`src/rtl/adc_ctrl_pkg.sv`:
```
// Shared types and constants for the ADC register-port scheduler.
package adc_ctrl_pkg;

  localparam int DATA_W = 16;

  localparam logic [7:0] ADC_ADDR_TEMP = 8'h40;
  localparam logic [7:0] ADC_ADDR_VCC  = 8'h41;

  typedef logic [DATA_W-1:0] adc_word_t;

  // Single-transaction sequencing states.
  typedef enum logic [2:0] {
    IDLE,
    SETUP,
    STROBE,
    WAIT,
    DONE
  } txn_state_e;

endpackage

```
`src/rtl/adc_poll_sched_if.sv`:
```
// ADC read port plus host read port, bundled for the scheduler.
// master = scheduler side, slave = ADC wrapper / host side.
interface adc_poll_sched_if;
  import adc_ctrl_pkg::*;

  logic [7:0] adc_daddr;
  logic       adc_secen;
  adc_word_t  adc_do;
  logic       adc_drdy;

  logic       host_req;
  logic [7:0] host_addr;
  logic       host_ack;
  adc_word_t  host_rdata;
  logic       host_err;

  modport master (
    output adc_daddr, adc_secen, host_ack, host_rdata, host_err,
    input  adc_do, adc_drdy, host_req, host_addr
  );

  modport slave (
    input  adc_daddr, adc_secen, host_ack, host_rdata, host_err,
    output adc_do, adc_drdy, host_req, host_addr
  );

endinterface

```
`src/rtl/adc_drp_txn.sv`:
```
// One ADC register read: address setup, one-cycle strobe, wait for data
// ready with a timeout, then a one-cycle DONE carrying the result.
module adc_drp_txn
  import adc_ctrl_pkg::*;
#(
  parameter logic [7:0] BASE_ADDR = ADC_ADDR_TEMP,
  parameter int         TIMEOUT   = 255
) (
  input  logic       clk,
  input  logic       rst,
  input  logic       start,
  input  logic [7:0] addr,
  output logic       done,
  output logic       ok,
  output adc_word_t  data,
  output logic       busy,
  output logic [7:0] adc_daddr,
  output logic       adc_secen,
  input  adc_word_t  adc_do,
  input  logic       adc_drdy
);

  localparam logic [15:0] TMO = 16'(TIMEOUT);

  txn_state_e  state;
  logic [15:0] wait_cnt;

  // Transaction sequencer; all port-facing outputs are registered.
  // adc_daddr is only loaded on start, so it holds between transactions.
  always_ff @(posedge clk) begin
    if (rst) begin
      state     <= IDLE;
      adc_daddr <= BASE_ADDR;
      adc_secen <= 1'b0;
      done      <= 1'b0;
      ok        <= 1'b0;
      data      <= '0;
      wait_cnt  <= '0;
    end else begin
      adc_secen <= 1'b0;
      done      <= 1'b0;
      case (state)
        IDLE: begin
          if (start) begin
            state     <= SETUP;
            adc_daddr <= addr;
          end
        end
        SETUP: begin
          state     <= STROBE;
          adc_secen <= 1'b1;
        end
        STROBE: begin
          state    <= WAIT;
          wait_cnt <= '0;
        end
        WAIT: begin
          // Data ready on the timeout cycle still counts as success.
          if (adc_drdy) begin
            state <= DONE;
            done  <= 1'b1;
            ok    <= 1'b1;
            data  <= adc_do;
          end else if (wait_cnt == TMO) begin
            state <= DONE;
            done  <= 1'b1;
            ok    <= 1'b0;
          end else begin
            wait_cnt <= wait_cnt + 16'd1;
          end
        end
        DONE:    state <= IDLE;
        default: state <= IDLE;
      endcase
    end
  end

  assign busy = (state != IDLE);

endmodule

```
`src/rtl/adc_poll_sched.sv`:
```
// Shares the ADC read port between a periodic channel scan and host reads.
// Keeps a shadow bank of the latest channel values.
module adc_poll_sched
  import adc_ctrl_pkg::*;
#(
  parameter int         NUM_CH    = 4,
  parameter logic [7:0] BASE_ADDR = ADC_ADDR_TEMP,
  parameter int         POLL_DIV  = 1024,
  parameter int         TIMEOUT   = 255
) (
  input  logic                     clk,
  input  logic                     rst,
  adc_poll_sched_if.master         drp,
  output logic [DATA_W*NUM_CH-1:0] ch_data,
  output logic [NUM_CH-1:0]        ch_valid,
  output logic                     scan_overrun,
  output logic                     busy
);

  localparam int IDX_W = (NUM_CH > 1) ? $clog2(NUM_CH) : 1;
  localparam int TMR_W = $clog2(POLL_DIV);

  logic [TMR_W-1:0]               poll_tmr;
  logic                           poll_wrap;
  logic                           poll_pending;
  logic [IDX_W-1:0]               scan_idx;
  logic                           last_ch;
  logic                           cur_host;
  logic                           start;
  logic [7:0]                     sel_addr;
  logic                           txn_busy;
  logic                           txn_done;
  logic                           txn_ok;
  adc_word_t                      txn_data;
  logic                           scan_done;
  logic                           host_done;
  logic [NUM_CH-1:0][DATA_W-1:0]  shadow;
  adc_word_t                      rdata_q;
  logic                           err_q;

  adc_drp_txn #(
    .BASE_ADDR (BASE_ADDR),
    .TIMEOUT   (TIMEOUT)
  ) u_txn (
    .clk       (clk),
    .rst       (rst),
    .start     (start),
    .addr      (sel_addr),
    .done      (txn_done),
    .ok        (txn_ok),
    .data      (txn_data),
    .busy      (txn_busy),
    .adc_daddr (drp.adc_daddr),
    .adc_secen (drp.adc_secen),
    .adc_do    (drp.adc_do),
    .adc_drdy  (drp.adc_drdy)
  );

  assign poll_wrap = (poll_tmr == TMR_W'(POLL_DIV - 1));
  assign last_ch   = (scan_idx == IDX_W'(NUM_CH - 1));
  assign scan_done = txn_done && !cur_host;
  assign host_done = txn_done && cur_host;

  // Free-running poll timer.
  always_ff @(posedge clk) begin
    if (rst) poll_tmr <= '0;
    else     poll_tmr <= poll_wrap ? '0 : poll_tmr + 1'b1;
  end

  // Arbitration only while the sequencer is idle; host beats the scan.
  always_comb begin
    start    = !txn_busy && (drp.host_req || poll_pending);
    sel_addr = drp.host_req ? drp.host_addr : BASE_ADDR + 8'(scan_idx);
  end

  // Remember who owns the transaction in flight.
  always_ff @(posedge clk) begin
    if (rst)        cur_host <= 1'b0;
    else if (start) cur_host <= drp.host_req;
  end

  // Scan progress, round request and sticky overrun. A wrap that lands on
  // the last channel's completion re-arms the scan rather than dropping it.
  always_ff @(posedge clk) begin
    if (rst) begin
      poll_pending <= 1'b0;
      scan_overrun <= 1'b0;
      scan_idx     <= '0;
    end else begin
      if (scan_done) scan_idx <= last_ch ? '0 : scan_idx + 1'b1;
      if (poll_wrap) begin
        poll_pending <= 1'b1;
        if (poll_pending) scan_overrun <= 1'b1;
      end else if (scan_done && last_ch) begin
        poll_pending <= 1'b0;
      end
    end
  end

  // Shadow bank: a timeout keeps the old value but marks it stale.
  always_ff @(posedge clk) begin
    if (rst) begin
      shadow   <= '0;
      ch_valid <= '0;
    end else if (scan_done) begin
      if (txn_ok) shadow[scan_idx] <= txn_data;
      ch_valid[scan_idx] <= txn_ok;
    end
  end

  // Held copy of the last host result, shown after the ack cycle.
  always_ff @(posedge clk) begin
    if (rst) begin
      rdata_q <= '0;
      err_q   <= 1'b0;
    end else if (host_done) begin
      if (txn_ok) rdata_q <= txn_data;
      err_q <= !txn_ok;
    end
  end

  // Ack cycle shows the fresh result directly so data is valid with the ack.
  assign drp.host_ack   = host_done;
  assign drp.host_rdata = (host_done && txn_ok) ? txn_data : rdata_q;
  assign drp.host_err   = host_done ? !txn_ok : err_q;

  assign ch_data = shadow;
  assign busy    = txn_busy;

endmodule

```
`src/flat_wrapper.sv`:
```
// flat-port wrapper written by rule: the top's interface ports become plain ports
module adc_poll_sched_flat import adc_ctrl_pkg::*;
#(
  parameter int         NUM_CH    = 4,
  parameter logic [7:0] BASE_ADDR = ADC_ADDR_TEMP,
  parameter int         POLL_DIV  = 1024,
  parameter int         TIMEOUT   = 255
)
  (clk, rst, ch_data, ch_valid, scan_overrun, busy, drp_adc_daddr, drp_adc_secen, drp_host_ack, drp_host_rdata, drp_host_err, drp_adc_do, drp_adc_drdy, drp_host_req, drp_host_addr);
  adc_poll_sched_if drp_i ();
  input  logic clk;
  input  logic rst;
  output logic [DATA_W*NUM_CH-1:0] ch_data;
  output logic [NUM_CH-1:0] ch_valid;
  output logic scan_overrun;
  output logic busy;
  output wire logic [$bits(drp_i.adc_daddr)-1:0] drp_adc_daddr;
  output wire logic [$bits(drp_i.adc_secen)-1:0] drp_adc_secen;
  output wire logic [$bits(drp_i.host_ack)-1:0] drp_host_ack;
  output wire logic [$bits(drp_i.host_rdata)-1:0] drp_host_rdata;
  output wire logic [$bits(drp_i.host_err)-1:0] drp_host_err;
  input wire logic [$bits(drp_i.adc_do)-1:0] drp_adc_do;
  input wire logic [$bits(drp_i.adc_drdy)-1:0] drp_adc_drdy;
  input wire logic [$bits(drp_i.host_req)-1:0] drp_host_req;
  input wire logic [$bits(drp_i.host_addr)-1:0] drp_host_addr;
  assign drp_adc_daddr = drp_i.adc_daddr;
  assign drp_adc_secen = drp_i.adc_secen;
  assign drp_host_ack = drp_i.host_ack;
  assign drp_host_rdata = drp_i.host_rdata;
  assign drp_host_err = drp_i.host_err;
  assign drp_i.adc_do = drp_adc_do;
  assign drp_i.adc_drdy = drp_adc_drdy;
  assign drp_i.host_req = drp_host_req;
  assign drp_i.host_addr = drp_host_addr;
  adc_poll_sched #(.NUM_CH(NUM_CH), .BASE_ADDR(BASE_ADDR), .POLL_DIV(POLL_DIV), .TIMEOUT(TIMEOUT)) u_core (.clk(clk), .rst(rst), .drp(drp_i), .ch_data(ch_data), .ch_valid(ch_valid), .scan_overrun(scan_overrun), .busy(busy));
endmodule
```
`config.mk`:
```
export PLATFORM = sky130hd
export DESIGN_NAME = adc_poll_sched_flat
export DESIGN_NICKNAME = d
export VERILOG_FILES = /design/src/rtl/adc_ctrl_pkg.sv /design/src/rtl/adc_poll_sched_if.sv /design/src/rtl/adc_drp_txn.sv /design/src/rtl/adc_poll_sched.sv /design/src/flat_wrapper.sv
export SDC_FILE = /design/constraint.sdc
export NUM_CORES = 1
export LEC_CHECK = 0
export CAP_MARGIN = 20
export CORE_UTILIZATION = 50
export CTS_BUF_LIST = sky130_fd_sc_hd__clkbuf_4 sky130_fd_sc_hd__clkbuf_8
export CTS_CLUSTER_DIAMETER = 150
export DETAILED_ROUTE_END_ITERATION = 6
export GPL_ROUTABILITY_DRIVEN = 0
export PLACE_DENSITY_LB_ADDON = 0.12
export SYNTH_ARGS = -nofsm -noshare
export SYNTH_HDL_FRONTEND = slang
export SYNTH_SLANG_ARGS = --single-unit
```
`constraint.sdc`:
```
create_clock -name clk -period 3.45 [get_ports clk]
set_input_delay 0.5175 -clock clk [delete_from_list [all_inputs] [get_ports clk]]
set_output_delay 0.5175 -clock clk [all_outputs]
set_load 0.02 [all_outputs]
```
# == After elaboration in Yosys (flattened, before gate mapping) ==
# Index checks and enable logic that the tools add are counted.
# W data, S select, Z words.
# word_totals
wordCells,85
output_inout_bits,97
register_bits,146
# op_classes
mux,24
reduce_logical,25
n_bitwise,1
magnitude_cmp,2
n_addsub,4
eq_ne,10
# ops
operator,count
$bwmux W64,1
$mux W16,4
$demux W16 S2,1
$pmux W16 S2,1
$add A16 B1 Y16 const B,1
$eq A16 B8 Y1 const B,1
$reduce_and A2 Y1,7
$pmux W3 S4,1
$add A10 B1 Y10 const B,1
$eq A10 B10 Y1 const B,1
$mux W1,9
$mux W3,3
$add A7 B2 Y8 const A,1
$mux W8,1
$eq A3 B2 Y1 const B,2
$logic_and A1 B1 Y1,6
$reduce_bool A2 Y1,3
$bwmux W4,1
$ne A2 B2 Y1 const B,2
$reduce_or A2 Y1,2
$eq A3 B1 Y1 const B,1
$logic_not A1 Y1,3
$logic_not A3 Y1,1
$lt A2 B3 Y1 const B,1
other kinds (11),11

# == Longest topological paths before layout ==
# Gate-level depths: netlist of the first run.
# logic_depth
ltp_word,5
depth_mapped,7
mapped_depth_nobuf,5

# == By module ==
# Synthesis of the first run repeated with hierarchy kept, for this count alone.
# hier_totals
cells_unflattened,702
hier_area_um2,6002.0
# modules_own_cells
module,cells_per_inst,area_each_um2,n_inst
adc_poll_sched,444,3883.7,1
adc_drp_txn,258,2118.3,1

# == Least setup slack after synthesis of the first run ==
# Ideal clock, no wire load.
# synth_timing
path_type,register -> output
startpoint,register u_core.cur_host
endpoint,output port drp_host_rdata[0]
path_slack_ps,1604
t_arrival_ps,1329
n_path_buf,1
path_stages_with_launch,4
t_required_ps,2932
path_cell_list,dfxtp_1 -> nand3_1 -> clkbuf_1 -> mux2_2
# synth_via
elab_chain_cells,3
# synth_lines
element,line,source
start: declaration,adc_poll_sched.sv:28,logic cur_host;
start signal: assignment,adc_poll_sched.sv:79,else if (start) cur_host <= drp.host_req;
$logic_and A1 B1 Y1,adc_poll_sched.sv:62,assign host_done = txn_done && cur_host;
$logic_and A1 B1 Y1,adc_poll_sched.sv:124,assign drp.host_rdata = (host_done && txn_ok) ? txn_data : rdata_q;
$mux W16,adc_poll_sched.sv:124,
end: declaration,flat_wrapper.sv:20,output wire logic [$bits(drp_i.host_rdata)-1:0] drp_host_rdata;
# No other way between the ends.

# == Worst setup path in the final report of the first run ==
# layout_timing
startpoint,register u_core.u_txn.ok
endpoint,output port drp_host_rdata[14]
# layout_via
elab_chain_cells,2
# layout_lines
element,line,source
start: declaration,adc_drp_txn.sv:14,"output logic ok,"
start signal: assignment,adc_drp_txn.sv:36,ok <= 1'b0;
start signal: assignment,adc_drp_txn.sv:62,ok <= 1'b1;
start signal: assignment,adc_drp_txn.sv:67,ok <= 1'b0;
$logic_and A1 B1 Y1,adc_poll_sched.sv:124,
$mux W16,adc_poll_sched.sv:124,
# No other way between the ends.

==> impl_results.md, run 1 <==
- Status: finished clean
- Critical path type: register to output port
- Yosys reg bits: 146
- Final hold violations: 0
- Synth top area cells: dfxtp_1 (51%), nand2_1 (12%), a21oi_1 (8.3%), mux2_2 (3.1%), nor2_1 (2.8%)
- Post-cts sizing count: 0
- Worst-case clock skew: 0.0110 ns
- Placed cells: between 900 and 1k
- Core region area: 11000 um^2
- Util after Layout: 0.675
- Cell count after synthesis: approximately 690
- Fmax: around 310 MHz
- Post-route setup slack: 0.262 ns
- Detailed Route WL: 14900 um
- Initial core utilization: 0.522
- Port Buf Inserts: around 120
- Global-route wire length before repair: roughly 23000 um
- Iter 0 DRT Violations: between 300 and 400
- Asr flop ratio synth: 0
- DRC: 0
- CP Data Required Time: around 2.9 ns
- Hpwl dp: 10300 um
- Synthesized area per cell: around 8.4 um^2
- Worst-Margin Slew: around 1.1 ns
- Worst-Skew Late Latency: approximately 0.43 ns
- Clock sink count: 146
- IO Pins: 125
- Bufs on Longest Clock Path: 2
- Root Driver: clkbuf_8
- RSZ-0062 raised after global routing: false
- Vias in the first global route: about 4.6k
- Most instantiated cells after synthesis: nand2_1 (183), dfxtp_1 (146), a21oi_1 (95)
- Netlist cell types: 50
- Crit path time final: between 3 and 4 ns
- CTS tree: yes
- EDFF count, synth: 0
- VDD IR-drop max: roughly 0.37 mV
- Chip height: between 100 and 150 um
- CP Launch Type: register
- Wire per inst: around 16 um
- Post-synth top area share: 0.508
- Total CTS buffers: 17
- Total power: about 3400 uW
- Detailed Routing Iterations Pass 1: 6
- Number of synthesis warnings: 0
- Slew Limit Headroom: 0.262
- Max Transition Viols Final: 0
- Top-count cell post-synth: nand2_1
- Drt via density: approximately 5.4
- Pwr Density: ~460 nW/um^2
- Area leader, netlist: dfxtp_1
- Initial antenna violation count: 0
- Pleak: 0.00257 uW
- Layout cells sized above 1: 0.0736
- Gr ovfl total: 0
- Worst Hold Class: input port to register
- Syn Nets: roughly 700
- Via count: 5114
- Final worst-path cycle share: 0.924
- Setup Viol. Count Final: 0
- Top_reg_cell synth: dfxtp_1
- Post-place setup slack: around 0.71 ns
- Endpoint class of the critical path: output port
- Maximum Capacitance Violations: 0
- # H-tree levels: 4
- Largest net degree at the start of global routing: approximately 110
- Area growth syn-to-layout: 29.4%
- FP Rows: 38
- Total GRT Usage: 0.256
- Final #Nets: just over 800
- Non-Filler Instances: around 940
- Mapped Area: around 5800 um^2
- Reg clk slew, reported paths: 0.08 ns
- Sequential-to-total area share from yosys stat: 0.508
- Die span in x: approximately 110 um
- Full die area: between 10000 and 15000 um^2
- Diodes inserted: 0
- Arrival time at the worst endpoint: about 2.7 ns
- TNS Setup: 0 ns
- Buffer count from post-CTS setup fixing: 0
- Number of nets still failing antenna checks after routing: 0
- Hold Buf Count CTS: 0
- Crit Path Max Fanout: 16
==> where the power goes <==
part / switching (uW) / internal, uW
combinational: 99.2 / 72.8
sequential: 26.1 / 1700
clock: 644 / 850
total: 769 / 2630
==> worst paths after layout <==
kind | startpoint | cells after the start | end | slack (ns)
worst min register to register | u_core.ch_data[32] | 2 | u_core.ch_data[32] | 0.45
worst max register to register | u_core.u_txn.wait_cnt[1] | 5 | u_core.u_txn.wait_cnt[8] | 1.18
worst max-delay path | u_core.u_txn.ok | 3 | drp_host_rdata[14] | 0.26
worst min-delay path | rst | 2 | u_core.u_txn.adc_daddr[3] | 0.42
==> cell usage in the layout, fill, tap and decap left out, types with 3 or more instances in the layout <==
| master | instances |
|---|---|
| buf_4 | 3 |
| o311ai_1 | 3 |
| nor4_1 | 4 |
| o211ai_1 | 4 |
| nand2_1 | 183 |
| o21a_1 | 4 |
| a21o_1 | 4 |
| nor3_1 | 6 |
| xnor2_1 | 3 |
| bufinv_16 | 4 |
| and3_1 | 8 |
| a22oi_1 | 5 |
| a21oi_1 | 95 |
| ha_1 | 6 |
| inv_1 | 9 |
| nor2_1 | 43 |
| a31oi_1 | 12 |
| xor2_1 | 5 |
| clkdlybuf4s50_1 | 123 |
| nor2b_1 | 19 |
| nand2b_1 | 6 |
| clkinv_4 | 3 |
| nand3_1 | 17 |
| mux2_2 | 16 |
| nand4_1 | 7 |
| o21ai_1 | 4 |
| clkbuf_8 | 19 |
| dfxtp_1 | 146 |
| or4_1 | 3 |
==> per-stage QoR <==
stage	cell area (um^2)	hold WS, ns
after global routing	7450	0.422
after CTS	7450	0.407
after floorplan	5750	0.413
after global placement	6990	0.422
final	7450	0.424
after detailed placement	6990	0.443
==> cell families (layout without fill, tap and decap cells) <==
family                     count (synthesis)  in the layout  synth area share
AOI/OAI and AO/OA                        146            146             0.151
xor gates and xnor gates                   8              8            0.0122
adders and majority gates                  6              6            0.0130
buffers and inverters                     52            167            0.0387
DFF                                      146            146             0.508
muxes                                     18             18            0.0348
and+or+nand+nor                          311            311             0.243
==> flip-flops by register name (all words and copies together) (netlist names), 3 cells and up <==
signal                  flops
u_core.ch_data             64
u_core.ch_valid             4
u_core.poll_tmr            10
u_core.rdata_q             16
u_core.u_txn.adc_daddr      8
u_core.u_txn.data          16
u_core.u_txn.state          3
u_core.u_txn.wait_cnt      16
==> metal layers <==
| metal | track usage | wire length (um) | vias up |
|---|---|---|---|
| li1 | - | - | 2550 |
| met1 | 0.329 | 6410 | 2368 |
| met2 | 0.437 | 7490 | 181 |
| met3 | 0.0496 | 888 | 15 |
| met4 | 0.0724 | 153 | 0 |
| met5 | 0 | 0 | - |
==> critical path, cell delays in order, from the launching register on <==
cell	delay, ns
dfxtp_1	0.49
nand3_1	0.66
mux2_2	0.53
clkdlybuf4s50_1	0.56
==> final cells by class <==
type                    count  area (um^2)
clock inverters            11          176
inverters                   9         33.8
clock buffers              21          277
repair buffers            126         1250
multi-input cells         489         2610
flip-flops and latches    146         2920
well taps                 140          175
fillers                   925         3580
No activity file was read; power rests on OpenSTA's default activity.
==> run 2, diff against run 1 <==
--- a/config.mk
+++ b/config.mk
@@ -9,6 +9,7 @@
 export CORE_UTILIZATION = 50
 export CTS_BUF_LIST = sky130_fd_sc_hd__clkbuf_4 sky130_fd_sc_hd__clkbuf_8
 export CTS_CLUSTER_DIAMETER = 150
+export CTS_CLUSTER_SIZE = 20
 export DETAILED_ROUTE_END_ITERATION = 6
 export GPL_ROUTABILITY_DRIVEN = 0
 export PLACE_DENSITY_LB_ADDON = 0.12
==> results of run 2 <==
Final layout, timing and power as in run 1 (identical DEF).
